File: config.mk
export PLATFORM = sky130hd
export DESIGN_NAME = isi_channel_ocm_fir_flat
export DESIGN_NICKNAME = d
export VERILOG_FILES = /design/src/rtl/isi_channel_ocm_fir_if.sv /design/src/rtl/isi_channel_ocm_fir.sv /design/src/flat_wrapper.sv
export SDC_FILE = /design/constraint.sdc
export NUM_CORES = 1
export LEC_CHECK = 0
export CAP_MARGIN = 0
export CORE_MARGIN = 1
export CORE_UTILIZATION = 65
export DETAILED_ROUTE_END_ITERATION = 8
export GPL_TIMING_DRIVEN = 0
export PLACE_DENSITY = 0.89
export SYNTH_ARGS = -nofsm -noshare
export SYNTH_HDL_FRONTEND = slang
export SYNTH_SLANG_ARGS = --single-unit
File: constraint.sdc
create_clock -name clk -period 15.4 [get_ports clk]
set_clock_uncertainty 0.2 [all_clocks]
set_input_delay 3.85 -clock clk [delete_from_list [all_inputs] [get_ports clk]]
set_output_delay 3.85 -clock clk [all_outputs]
set_load 0.02 [all_outputs]
File: src/rtl/isi_channel_ocm_fir_if.sv
// Bus bundle for the ISI channel model: symbol stream in and out, plus the
// pulse-response load port that the on-chip memory feeds.
interface isi_channel_ocm_fir_if #(
  parameter int W = 8
);
  logic signed [W-1:0] signal_in;
  logic                signal_in_valid;
  logic signed [W-1:0] signal_out;
  logic                signal_out_valid;
  logic                load_mem;
  logic                done_wait;
  logic [7:0]          location;
  logic [63:0]         mem_data;

  // Parent side: symbol source and pulse-response memory.
  modport master (
    output signal_in, signal_in_valid, load_mem, location, mem_data,
    input  signal_out, signal_out_valid, done_wait
  );

  // Channel model side.
  modport slave (
    input  signal_in, signal_in_valid, load_mem, location, mem_data,
    output signal_out, signal_out_valid, done_wait
  );
endinterface

File: src/rtl/isi_channel_ocm_fir.sv
// Inter-symbol-interference channel model. Captures one symbol-spaced tap per
// symbol period out of an oversampled pulse response streamed in as 64-bit
// words, then convolves the symbol stream with those taps (Q1.7, saturated).
module isi_channel_ocm_fir #(
  parameter int PULSE_RESPONSE_LENGTH = 3,
  parameter int SIGNAL_RESOLUTION     = 8,
  parameter int SYMBOL_SEPERATION     = 56
) (
  input logic                  clk,
  input logic                  rstn,
  isi_channel_ocm_fir_if.slave bus
);
  localparam int L         = PULSE_RESPONSE_LENGTH;
  localparam int W         = SIGNAL_RESOLUTION;
  localparam int SS        = SYMBOL_SEPERATION;
  localparam int LAST_WORD = ((L - 1) * SS) / 8;
  localparam int ACC_W     = 2 * W + 2;
  localparam logic signed [ACC_W-1:0] SAT_HI = ACC_W'((2 ** (W - 1)) - 1);
  localparam logic signed [ACC_W-1:0] SAT_LO = ~SAT_HI;

  logic signed [W-1:0] tap_q [L];
  logic signed [W-1:0] tap_d [L];
  logic signed [W-1:0] x_q   [L];
  logic signed [W-1:0] x_d   [L];
  logic signed [W-1:0] x_new [L];
  logic signed [W-1:0] signal_out_q, signal_out_d;
  logic                signal_out_valid_q, signal_out_valid_d;
  logic                done_wait_q, done_wait_d;

  logic signed [2*W-1:0]   prod;
  logic signed [ACC_W-1:0] acc;
  logic signed [ACC_W-1:0] shifted;
  logic                    fire;

  // Next-state logic: tap capture during load, then shift/convolve per valid symbol.
  always_comb begin
    // NOTE: every variable gets a default before any branch so no latch is inferred.
    tap_d              = tap_q;
    x_d                = x_q;
    signal_out_d       = signal_out_q;
    signal_out_valid_d = 1'b0;
    done_wait_d        = done_wait_q;
    prod               = '0;
    acc                = '0;

    // Capture: pick byte (k*SS)%8 of the word holding sample k*SS.
    if (bus.load_mem && !done_wait_q) begin
      for (int k = 0; k < L; k++) begin
        for (int j = 0; j < 8; j++) begin
          if (int'(bus.location) == (k * SS) / 8 && j == (k * SS) % 8) begin
            tap_d[k] = bus.mem_data[8*j +: W];
          end
        end
      end
      if (int'(bus.location) == LAST_WORD) begin
        done_wait_d = 1'b1;
      end
    end

    // Post-shift history: the current symbol is the cursor.
    x_new[0] = bus.signal_in;
    for (int k = 1; k < L; k++) begin
      x_new[k] = x_q[k-1];
    end

    for (int k = 0; k < L; k++) begin
      prod = tap_q[k] * x_new[k];
      acc  = acc + ACC_W'(prod);
    end
    shifted = acc >>> (W - 1);

    fire = bus.signal_in_valid && done_wait_q;
    if (fire) begin
      x_d                = x_new;
      signal_out_valid_d = 1'b1;
      if (shifted > SAT_HI) begin
        signal_out_d = SAT_HI[W-1:0];
      end else if (shifted < SAT_LO) begin
        signal_out_d = SAT_LO[W-1:0];
      end else begin
        signal_out_d = shifted[W-1:0];
      end
    end
  end

  // State registers; taps and history are cleared so a reset forces a reload.
  always_ff @(posedge clk or negedge rstn) begin
    if (!rstn) begin
      // NOTE: the small tap/history arrays are flops, not RAM, so clearing them on reset is cheap and required.
      for (int k = 0; k < L; k++) begin
        tap_q[k] <= '0;
        x_q[k]   <= '0;
      end
      signal_out_q       <= '0;
      signal_out_valid_q <= 1'b0;
      done_wait_q        <= 1'b0;
    end else begin
      // NOTE: non-blocking assignments so all state updates see pre-edge values.
      tap_q              <= tap_d;
      x_q                <= x_d;
      signal_out_q       <= signal_out_d;
      signal_out_valid_q <= signal_out_valid_d;
      done_wait_q        <= done_wait_d;
    end
  end

  assign bus.signal_out       = signal_out_q;
  assign bus.signal_out_valid = signal_out_valid_q;
  assign bus.done_wait        = done_wait_q;
endmodule

File: src/flat_wrapper.sv
// flat-port wrapper written by rule: the top's interface ports become plain ports
module isi_channel_ocm_fir_flat 
#(
  parameter int PULSE_RESPONSE_LENGTH = 3,
  parameter int SIGNAL_RESOLUTION     = 8,
  parameter int SYMBOL_SEPERATION     = 56
)
  (clk, rstn, bus_signal_in, bus_signal_in_valid, bus_load_mem, bus_location, bus_mem_data, bus_signal_out, bus_signal_out_valid, bus_done_wait);
  isi_channel_ocm_fir_if #(.W(8)) bus_i ();
  input logic clk;
  input logic rstn;
  input wire logic [$bits(bus_i.signal_in)-1:0] bus_signal_in;
  input wire logic [$bits(bus_i.signal_in_valid)-1:0] bus_signal_in_valid;
  input wire logic [$bits(bus_i.load_mem)-1:0] bus_load_mem;
  input wire logic [$bits(bus_i.location)-1:0] bus_location;
  input wire logic [$bits(bus_i.mem_data)-1:0] bus_mem_data;
  output wire logic [$bits(bus_i.signal_out)-1:0] bus_signal_out;
  output wire logic [$bits(bus_i.signal_out_valid)-1:0] bus_signal_out_valid;
  output wire logic [$bits(bus_i.done_wait)-1:0] bus_done_wait;
  assign bus_i.signal_in = bus_signal_in;
  assign bus_i.signal_in_valid = bus_signal_in_valid;
  assign bus_i.load_mem = bus_load_mem;
  assign bus_i.location = bus_location;
  assign bus_i.mem_data = bus_mem_data;
  assign bus_signal_out = bus_i.signal_out;
  assign bus_signal_out_valid = bus_i.signal_out_valid;
  assign bus_done_wait = bus_i.done_wait;
  isi_channel_ocm_fir #(.PULSE_RESPONSE_LENGTH(PULSE_RESPONSE_LENGTH), .SIGNAL_RESOLUTION(SIGNAL_RESOLUTION), .SYMBOL_SEPERATION(SYMBOL_SEPERATION)) u_core (.clk(clk), .rstn(rstn), .bus(bus_i));
endmodule
* Word-level counts from Yosys, hierarchy flattened
Cells that the tools add are included.
** Storage, ports and cells
- Register bits :: 50
- Bits of input ports :: 84
- Output and inout port bits :: 10
- Logic and storage cells :: 27
** Cells by class
- Add/sub/neg operators :: 2
- Multiply operators :: 3
- Magnitude comparators :: 2
- Eq/ne operators :: 2
- Muxes and demuxes :: 3
- Reductions and logical operators :: 7
** Operator list (number)
- 8-bit by 8-bit multiplier with 16-bit output :: 3
- 17-bit by 16-bit adder with 18-bit output :: 1
- 16-bit by 16-bit adder with 17-bit output :: 1
- 8-bit 2-to-1 mux :: 2
- 11-bit by 8-bit greater-than comparator with 1-bit output (second input constant) :: 1
- 11-bit by 8-bit less-than comparator with 1-bit output (second input constant) :: 1
- 8-bit by 4-bit equality test with 1-bit output (second input constant) :: 1
- 8-bit by 5-bit equality test with 1-bit output (second input constant) :: 1
- 8-bit logical NOT :: 1
- 2-bit AND reduction :: 3
- 1-bit logical AND :: 2
- 1-bit logical NOT :: 1
- 1-bit 2-to-1 mux :: 1

* Longest topological paths before layout
Gate-level depths: netlist (run 1).
- Word-level depth :: 6
- Mapped depth :: 23
- Gate-level depth less buffers :: 23

* Worst setup path before layout (run 1)
Ideal clock, no wire load.
- Path type :: input-to-reg
- Start :: input bus_signal_in[3]
- End :: register u_core.signal_out_q[4], in the netlist u_core.bus.signal_out[4]
- Library setup time :: 155 ps
- Arrival :: 9794 ps
- Required time :: 15045 ps
- Path slack :: 5251 ps
- Cell stages on the path :: 22
- Buffers on the path :: 1
- Cell sequence :: clkbuf_1 nand2_1 fa_1 inv_1 fa_1 inv_1 fa_1 fa_1 inv_1 fa_1 fa_1 inv_1 fa_1 inv_1 ha_1 a21o_1 a31o_1 a32o_2 o221a_4 or3_4 a311oi_4 o211ai_1
** Between the ends
- Longest elaborated chain between the ends :: 6
- Elaborated cells between the ends (all ways) :: 7
- Those cells by class :: add/sub: 2; mul: 1; order compare: 2; mux: 2
** Ends and longest elaborated chain
- start, declared :: RTL line flat_wrapper.sv:12 : input wire logic [$bits(bus_i.signal_in)-1:0] bus_signal_in;
- 8-bit by 8-bit multiplier with 16-bit output (*) :: RTL line isi_channel_ocm_fir.sv:67 : prod = tap_q[k] * x_new[k];
- 16-bit by 16-bit adder with 17-bit output (*) :: RTL line isi_channel_ocm_fir.sv:68 : acc = acc + ACC_W'(prod);
- 17-bit by 16-bit adder with 18-bit output (*) :: RTL line isi_channel_ocm_fir.sv:68
- 11-bit by 8-bit less-than comparator with 1-bit output :: RTL line isi_channel_ocm_fir.sv:78 : end else if (shifted < SAT_LO) begin
- 8-bit 2-to-1 mux :: RTL line isi_channel_ocm_fir.sv:78
- 8-bit 2-to-1 mux (*) :: RTL line isi_channel_ocm_fir.sv:76 : if (shifted > SAT_HI) begin
- end signal, assigned :: RTL line isi_channel_ocm_fir.sv:101 : signal_out_q <= signal_out_d;
- end, declared :: RTL line isi_channel_ocm_fir.sv:26 : logic signed [W-1:0] signal_out_q, signal_out_d;
Every way passes the cells marked *; elsewhere a longest branch is shown, timed or not.
A chain may end at the register's enable or synchronous reset.

* Worst setup path in the final report (run 1)
- Start :: input bus_signal_in[1]
- End :: register u_core.signal_out_q[1], in the netlist u_core.bus.signal_out[1]
Same word-level chain as after synthesis.

==> flow_summary.toml, run 1 <==
[place]
dp_hpwl_um = 18600
port_buffers = 34
dp_cells = 1210
gp_congestion = 0.864

[grt]
track_usage = 0.308
grt_max_degree = 38
first_global_vias = 7849
antenna_found_initial = 0
grt_overflow = 0
grt_pass1_wl_um = 37700

[cts]
post-cts-setup-buffers = 0
numClockSinks = 50
numCtsBuffers = 5
clock_latency_ps = 300
clk_pin_slew_ps = 80
cts_root_buf = "clkbuf_16"
htree_levels = 2
clock_path_buffers = 2
cts_tree = "built"
post_cts_resized = 0
holdBufCountCts = 0

[worst_setup_path]
crit_chain = "clkdlybuf4s50_1 > and2_1 > fa_1 > fa_1 > inv_1 > fa_1 > fa_1 > inv_1 > fa_1 > fa_1 > inv_1 > fa_1 > inv_1 > ha_1 > a21o_1 > a31o_1 > a32o_2 > o41ai_2 > a21oi_1 > o221ai_1 > o311ai_1"
crit_fanout = 9
start_kind = "input port"
crit_required_ps = 15350
cp.arrival_ps = 10950
worst_setup_path_end_kind = "register"
critical_path.top_delay_family = "adder cells"
crit_slowest_cell = "clkdlybuf4s50_1"
reg2reg_from = "u_core.tap_q[20]$_DFFE_PN0P_"
cp_common_cell = "fa_1"
cp_num_buf_inv = 5
critPathKind = "in2reg"
slowest_delay_ps = 740
ff2ff_path_depth = 22
reg2reg_to = "u_core.bus.signal_out[1]$_DFFE_PN0P_"
r2r_slack_ps = 7860

[synthesis]
yosys.area.top_type = "fa_1"
synthesis.nets = 1373
yosysWarnings = 0
synthSimpleGateAreaFrac = 0.124
synthXorXnorAreaFrac = 0.0148
synth_mux_area_frac = 0.0425
synth.distinct_cells = 53
synth-seq-cells = 50
synth_top_cell_area_share = 0.463
synthArstFlopShare = 1.00
synth_top_flop_cell = "dfrtp_1"
synth_fa_ha_area_frac = 0.549
synth_top_family_by_area = "adder cells"
synth_edf_count = 0
postSynthCellCount = 987
synth_compound_area_frac = 0.0346
netlist_area_um2 = 10100
syn_avg_cell_area_um2 = 10.2
synth.area.top_cells = "fa_1, dfrtp_1, inv_1"
synth_seq_area_share = 0.124

[timing]
rsz0062_at_grt = "no"
finalMaxSlewViolations = 0
fmaxAchievable_mhz = 90.8
worst_slew_pin_slew_ps = 720
max-slew-margin-rel = 0.520
finalSetupTns_ps = 0
post-route-period-util = 0.715
hold_violations = 0
finalSetupViolCount = 0
fin_crit_ps = 11010

[status]
status = "complete, no violations"

[floorplanning]
row_count = 45
die_x_um = 126
core_um2 = 15100
start_util = 0.665
die_h_um = 126
dieArea_um2 = 16000
boundaryPins = 94

[drt]
drc_errors = 0
vias = 6940
drt_wl_total_um = 22500
via_per_inst = 5.70
drt-initial-drc-count = 388
wire_per_inst_um = 18.5
ant_nets = 0
firstDrtPassIters = 6

[min_path]
min_to = "u_core.bus.signal_out[6]$_DFFE_PN0P_"
min_path_type = "reg2reg"
hold_depth = 2
hp-start = "u_core.bus.signal_out[6]$_DFFE_PN0P_"

[layout]
layout-drive-gt1-share = 0.0680
n_fill_cell = 1018
fin_cells = 1218
final_cell_mix = "inv_1, fa_1, and2_1"
final_common_cell = "inv_1"
insertedDiodeCount = 0
fin_nets = 1415
area_growth_syn_to_layout_pct = 7.40

[job]
maxCapViolCount = 0
## state kept, by name (all words and copies together) (netlist names)
register and cells:
u_core.tap_q 24, u_core.x_new 16, u_core.bus.signal_out 8, u_core.bus.done_wait 1, u_core.bus.signal_out_valid 1
## worst register-to-register path: stages, from the launching register on
cell	delay, ps
dfrtp_1	320
clkbuf_1	550
nand2_1	170
fa_1	590
inv_1	70
fa_1	510
inv_1	60
fa_1	520
fa_1	540
inv_1	60
fa_1	490
fa_1	490
inv_1	60
fa_1	480
inv_1	40
ha_1	320
a21o_1	200
a31o_1	230
a32o_2	270
o41ai_2	370
a21oi_1	130
o221ai_1	530
o311ai_1	200
## synthesized netlist by cell type (all sizes together), types with 2 or more instances
cell type	instances
inv	277
fa	233
and2	100
nand2	85
ha	69
dfrtp	50
mux2	38
nor2	27
clkbuf	18
xnor2	14
a21o	7
a21oi	7
nand2b	7
o21ai	6
o211ai	5
nand3	4
o311ai	4
xor2	3
a211oi	2
and3	2
and4	2
clkinv	2
nand3b	2
nor4	2
o221a	2
or3	2
## cell families (layout without fill, tap and decap cells)
family / Yosys count / after routing
XOR/XNOR: 17 / 17
AO/OA/AOI/OAI: 42 / 42
AND/OR/NAND/NOR: 240 / 240
buffers and inverters: 298 / 341
adder cells (fa/ha/maj): 302 / 302
flip-flops: 50 / 50
multiplexers: 38 / 38
## metrics by stage
step            util  hold slack (ps)  cell area (µm²)  setup slack, ps
2_1_floorplan      -              302            10100             5250
3_3_place_gp   0.703              263            10700             4260
3_5_place_dp   0.704              291            10700             4160
4_1_cts        0.714              308            10800             4450
5_1_grt        0.714              334            10800             4030
6_report       0.714              308            10800             4390
## layer usage
layer	up-vias	global-route usage	routed length [µm]
li1	2969	-	-
met1	3608	0.360	7850
met2	278	0.555	12200
met3	85	0.0388	1320
met4	0	0.170	1200
met5	-	0	0
## worst max path at each step
stage | startpoint | end | slack, ps | cells after the start
finish | bus_signal_in[1] | u_core.bus.signal_out[1]$_DFFE_PN0P_ | 4390 | 21
global route | bus_signal_in[1] | u_core.bus.signal_out[1]$_DFFE_PN0P_ | 4030 | 21
CTS | bus_signal_in[1] | u_core.bus.signal_out[1]$_DFFE_PN0P_ | 4450 | 21
detailed placement | bus_signal_in[1] | u_core.bus.signal_out[1]$_DFFE_PN0P_ | 4160 | 21
global placement | bus_signal_in[1] | u_core.bus.signal_out[2]$_DFFE_PN0P_ | 4260 | 21
floorplan | bus_signal_in[3] | u_core.bus.signal_out[4]$_DFFE_PN0P_ | 5250 | 22
## layout make-up
class | instances | area (µm²) | area share
multi-input combinational | 639 | 7700 | 0.712
sequential | 50 | 1250 | 0.116
inverter | 279 | 1050 | 0.0968
timing repair buffer | 35 | 355 | 0.0328
tap | 188 | 235 | 0.0217
clock buffer | 6 | 139 | 0.0128
buffer | 19 | 71.3 | 0.00659
clock inverter | 2 | 16.3 | 0.00150
Power of run 1 is not shown: default switching activity piles up to over one toggle a cycle in this logic, so the estimate is an artifact.
==> run 2: changes to the inputs <==
--- a/config.mk
+++ b/config.mk
@@ -7,10 +7,10 @@
 export LEC_CHECK = 0
 export CAP_MARGIN = 0
 export CORE_MARGIN = 1
-export CORE_UTILIZATION = 65
+export CORE_UTILIZATION = 55
 export DETAILED_ROUTE_END_ITERATION = 8
 export GPL_TIMING_DRIVEN = 0
-export PLACE_DENSITY = 0.89
+export PLACE_DENSITY = 0.8
 export SYNTH_ARGS = -nofsm -noshare
 export SYNTH_HDL_FRONTEND = slang
 export SYNTH_SLANG_ARGS = --single-unit
==> constraint.sdc (replaced) <==
create_clock -name clk -period 8.8 [get_ports clk]
set_clock_uncertainty 0.2 [all_clocks]
set_input_delay 2.2 -clock clk [delete_from_list [all_inputs] [get_ports clk]]
set_output_delay 2.2 -clock clk [all_outputs]
set_load 0.02 [all_outputs]
==> run 2 against run 1 <==
  * Via count down 2.8%
  * Critical path depth is 2 higher
  * Sequential cell count is the same
  * Worst setup slack lost 4200 ps
  * Hold slack got worse by 29 ps
  * Sequential share of layout area down 0.081 points
  * Wire length fell by 4.7%
  * Register-to-register slack got worse by 6400 ps
  * Count of clock-buffer cells in the layout fell by 1
  * Final area is 0.71% higher
  * Final cell count up 3.4%
  * Core utilization fell by 11 points
  * Critical path type unchanged
  * Highest routed layer unchanged
==> flow_summary.toml, run 2 (synthesis gave the netlist of run 1 again) <==
[layout]
layout-drive-gt1-share = 0.0834
n_fill_cell = 1489
fin_cells = 1260
insertedDiodeCount = 0
area_growth_syn_to_layout_pct = 8.16
fin_nets = 1416
top_register = "u_core.tap_q"
largest_reg_flops = 24
final_cell_mix = "inv_1, fa_1, and2_1"
regArea_um2 = 1250
multi_input_area_um2 = 7720
final_common_cell = "inv_1"

[worst_setup_path]
crit_required_ps = 8760
r2r_slack_ps = 1440
worstSetupEndpoint = "u_core.bus.signal_out[2]$_DFFE_PN0P_"
critPathKind = "in2reg"
cp.arrival_ps = 8540
crit_start = "bus_signal_in[0]"
reg2reg_to = "u_core.bus.signal_out[2]$_DFFE_PN0P_"
ff2ff_path_depth = 23
crit_fanout = 9
worst_setup_path_end_kind = "register"
reg2reg_from = "u_core.tap_q[22]$_DFFE_PN0P_"
start_kind = "input port"

[timing]
post-route-period-util = 0.975
max-slew-margin-rel = 0.567
hold_violations = 0
worst_slew_pin_slew_ps = 649
finalSetupViolCount = 0
fmaxAchievable_mhz = 117
fin_crit_ps = 8580
finalMaxSlewViolations = 0
rsz0062_at_grt = "no"

[drt]
ant_nets = 0
drc_errors = 0
dr_wl_met2_um = 11300
drt_wl_total_um = 21500
maxUsedRoutingLayer = "met4"
drt-initial-drc-count = 386
routed-wl-met3_um = 977
via_per_inst = 5.35
firstDrtPassIters = 7
drt-met1-wl_um = 8040
wire_per_inst_um = 17.0
vias = 6745

[place]
dp_hpwl_um = 18100
port_buffers = 34
dp_cells = 1251
gp_congestion = 0.854

[cts]
cts_tree = "built"
clock_path_buffers = 2
clk_pin_slew_ps = 80
htree_levels = 2
numCtsBuffers = 5
numClockSinks = 50
holdBufCountCts = 0
clock_latency_ps = 300
cts_root_buf = "clkbuf_16"

[grt]
track_usage = 0.260
grt_overflow = 0
grt_pass1_wl_um = 36800
grt_max_degree = 40
first_global_vias = 7619
antenna_found_initial = 0

[floorplanning]
start_util = 0.561
core_um2 = 18000
dieArea_um2 = 18900
die_x_um = 137
die_h_um = 137
row_count = 49
boundaryPins = 94

[min_path]
min_path_type = "reg2reg"

[status]
status = "complete, no violations"

[job]
maxCapViolCount = 0
==> run 2: per-layer routing <==
| metal | global-route usage | vias up |
|---|---|---|
| li1 | - | 2971 |
| met1 | 0.310 | 3494 |
| met2 | 0.463 | 210 |
| met3 | 0.0294 | 70 |
| met4 | 0.139 | 0 |
| met5 | 0 | - |
==> run 2: what timing repair did <==
| action | 4_1_cts | 5_1_grt |
|---|---|---|
| setup buffers | 1 | 0 |
| endpoints found under the setup margin | 7 | 7 |
| pin swaps | 1 | 0 |
| gates resized for setup | 13 | 21 |
==> run 2: cell type report <==
type | count | share of cell area
sequential | 50 | 0.115
inverter | 279 | 0.0961
tap | 229 | 0.0263
buffer | 19 | 0.00689
clock inverter | 3 | 0.00436
multi-input combinational | 639 | 0.708
timing repair buffer | 36 | 0.0316
clock buffer | 5 | 0.0115
==> run 2: worst min path at each step <==
stage | slack, ps | depth (start not counted) | from | end
6_report | 280 | 2 | u_core.bus.signal_out[7]$_DFFE_PN0P_ | u_core.bus.signal_out[7]$_DFFE_PN0P_
5_1_grt | 340 | 2 | u_core.bus.signal_out[7]$_DFFE_PN0P_ | u_core.bus.signal_out[7]$_DFFE_PN0P_
4_1_cts | 280 | 2 | u_core.bus.signal_out[7]$_DFFE_PN0P_ | u_core.bus.signal_out[7]$_DFFE_PN0P_
3_5_place_dp | 270 | 2 | u_core.bus.signal_out[7]$_DFFE_PN0P_ | u_core.bus.signal_out[7]$_DFFE_PN0P_
3_3_place_gp | 270 | 2 | u_core.bus.signal_out[7]$_DFFE_PN0P_ | u_core.bus.signal_out[7]$_DFFE_PN0P_
2_1_floorplan | 300 | 2 | u_core.x_new[15]$_DFFE_PN0P_ | u_core.x_new[7]$_DFFE_PN0P_
==> run 2: worst max-delay path, stage by stage <==
cell and delay [ps]:
buf_2 190, nand2_1 130, fa_1 530, inv_1 60, fa_1 560, inv_1 60, fa_1 500, fa_1 510
inv_1 50, fa_1 490, fa_1 510, inv_1 50, fa_1 470, inv_1 40, ha_1 320, a21o_1 190
a31o_1 230, a32o_2 270, o221a_4 260, or3_4 340, a311oi_4 300, buf_6 160, o311ai_1 110
==> run 2: through the flow <==
step,setup slack (ps),hold slack [ps],utilization,setup TNS (ps),area (µm²)
after floorplan,301,302,-,0,10100
after CTS,25.7,283,0.607,0,10900
final,222,279,0.607,0,10900
after global routing,5.89,338,0.607,0,10900
after detailed placement,-798,265,0.597,-5380,10700
after global placement,-684,272,0.596,-4660,10700
Power of run 2 is left out for the same reason.
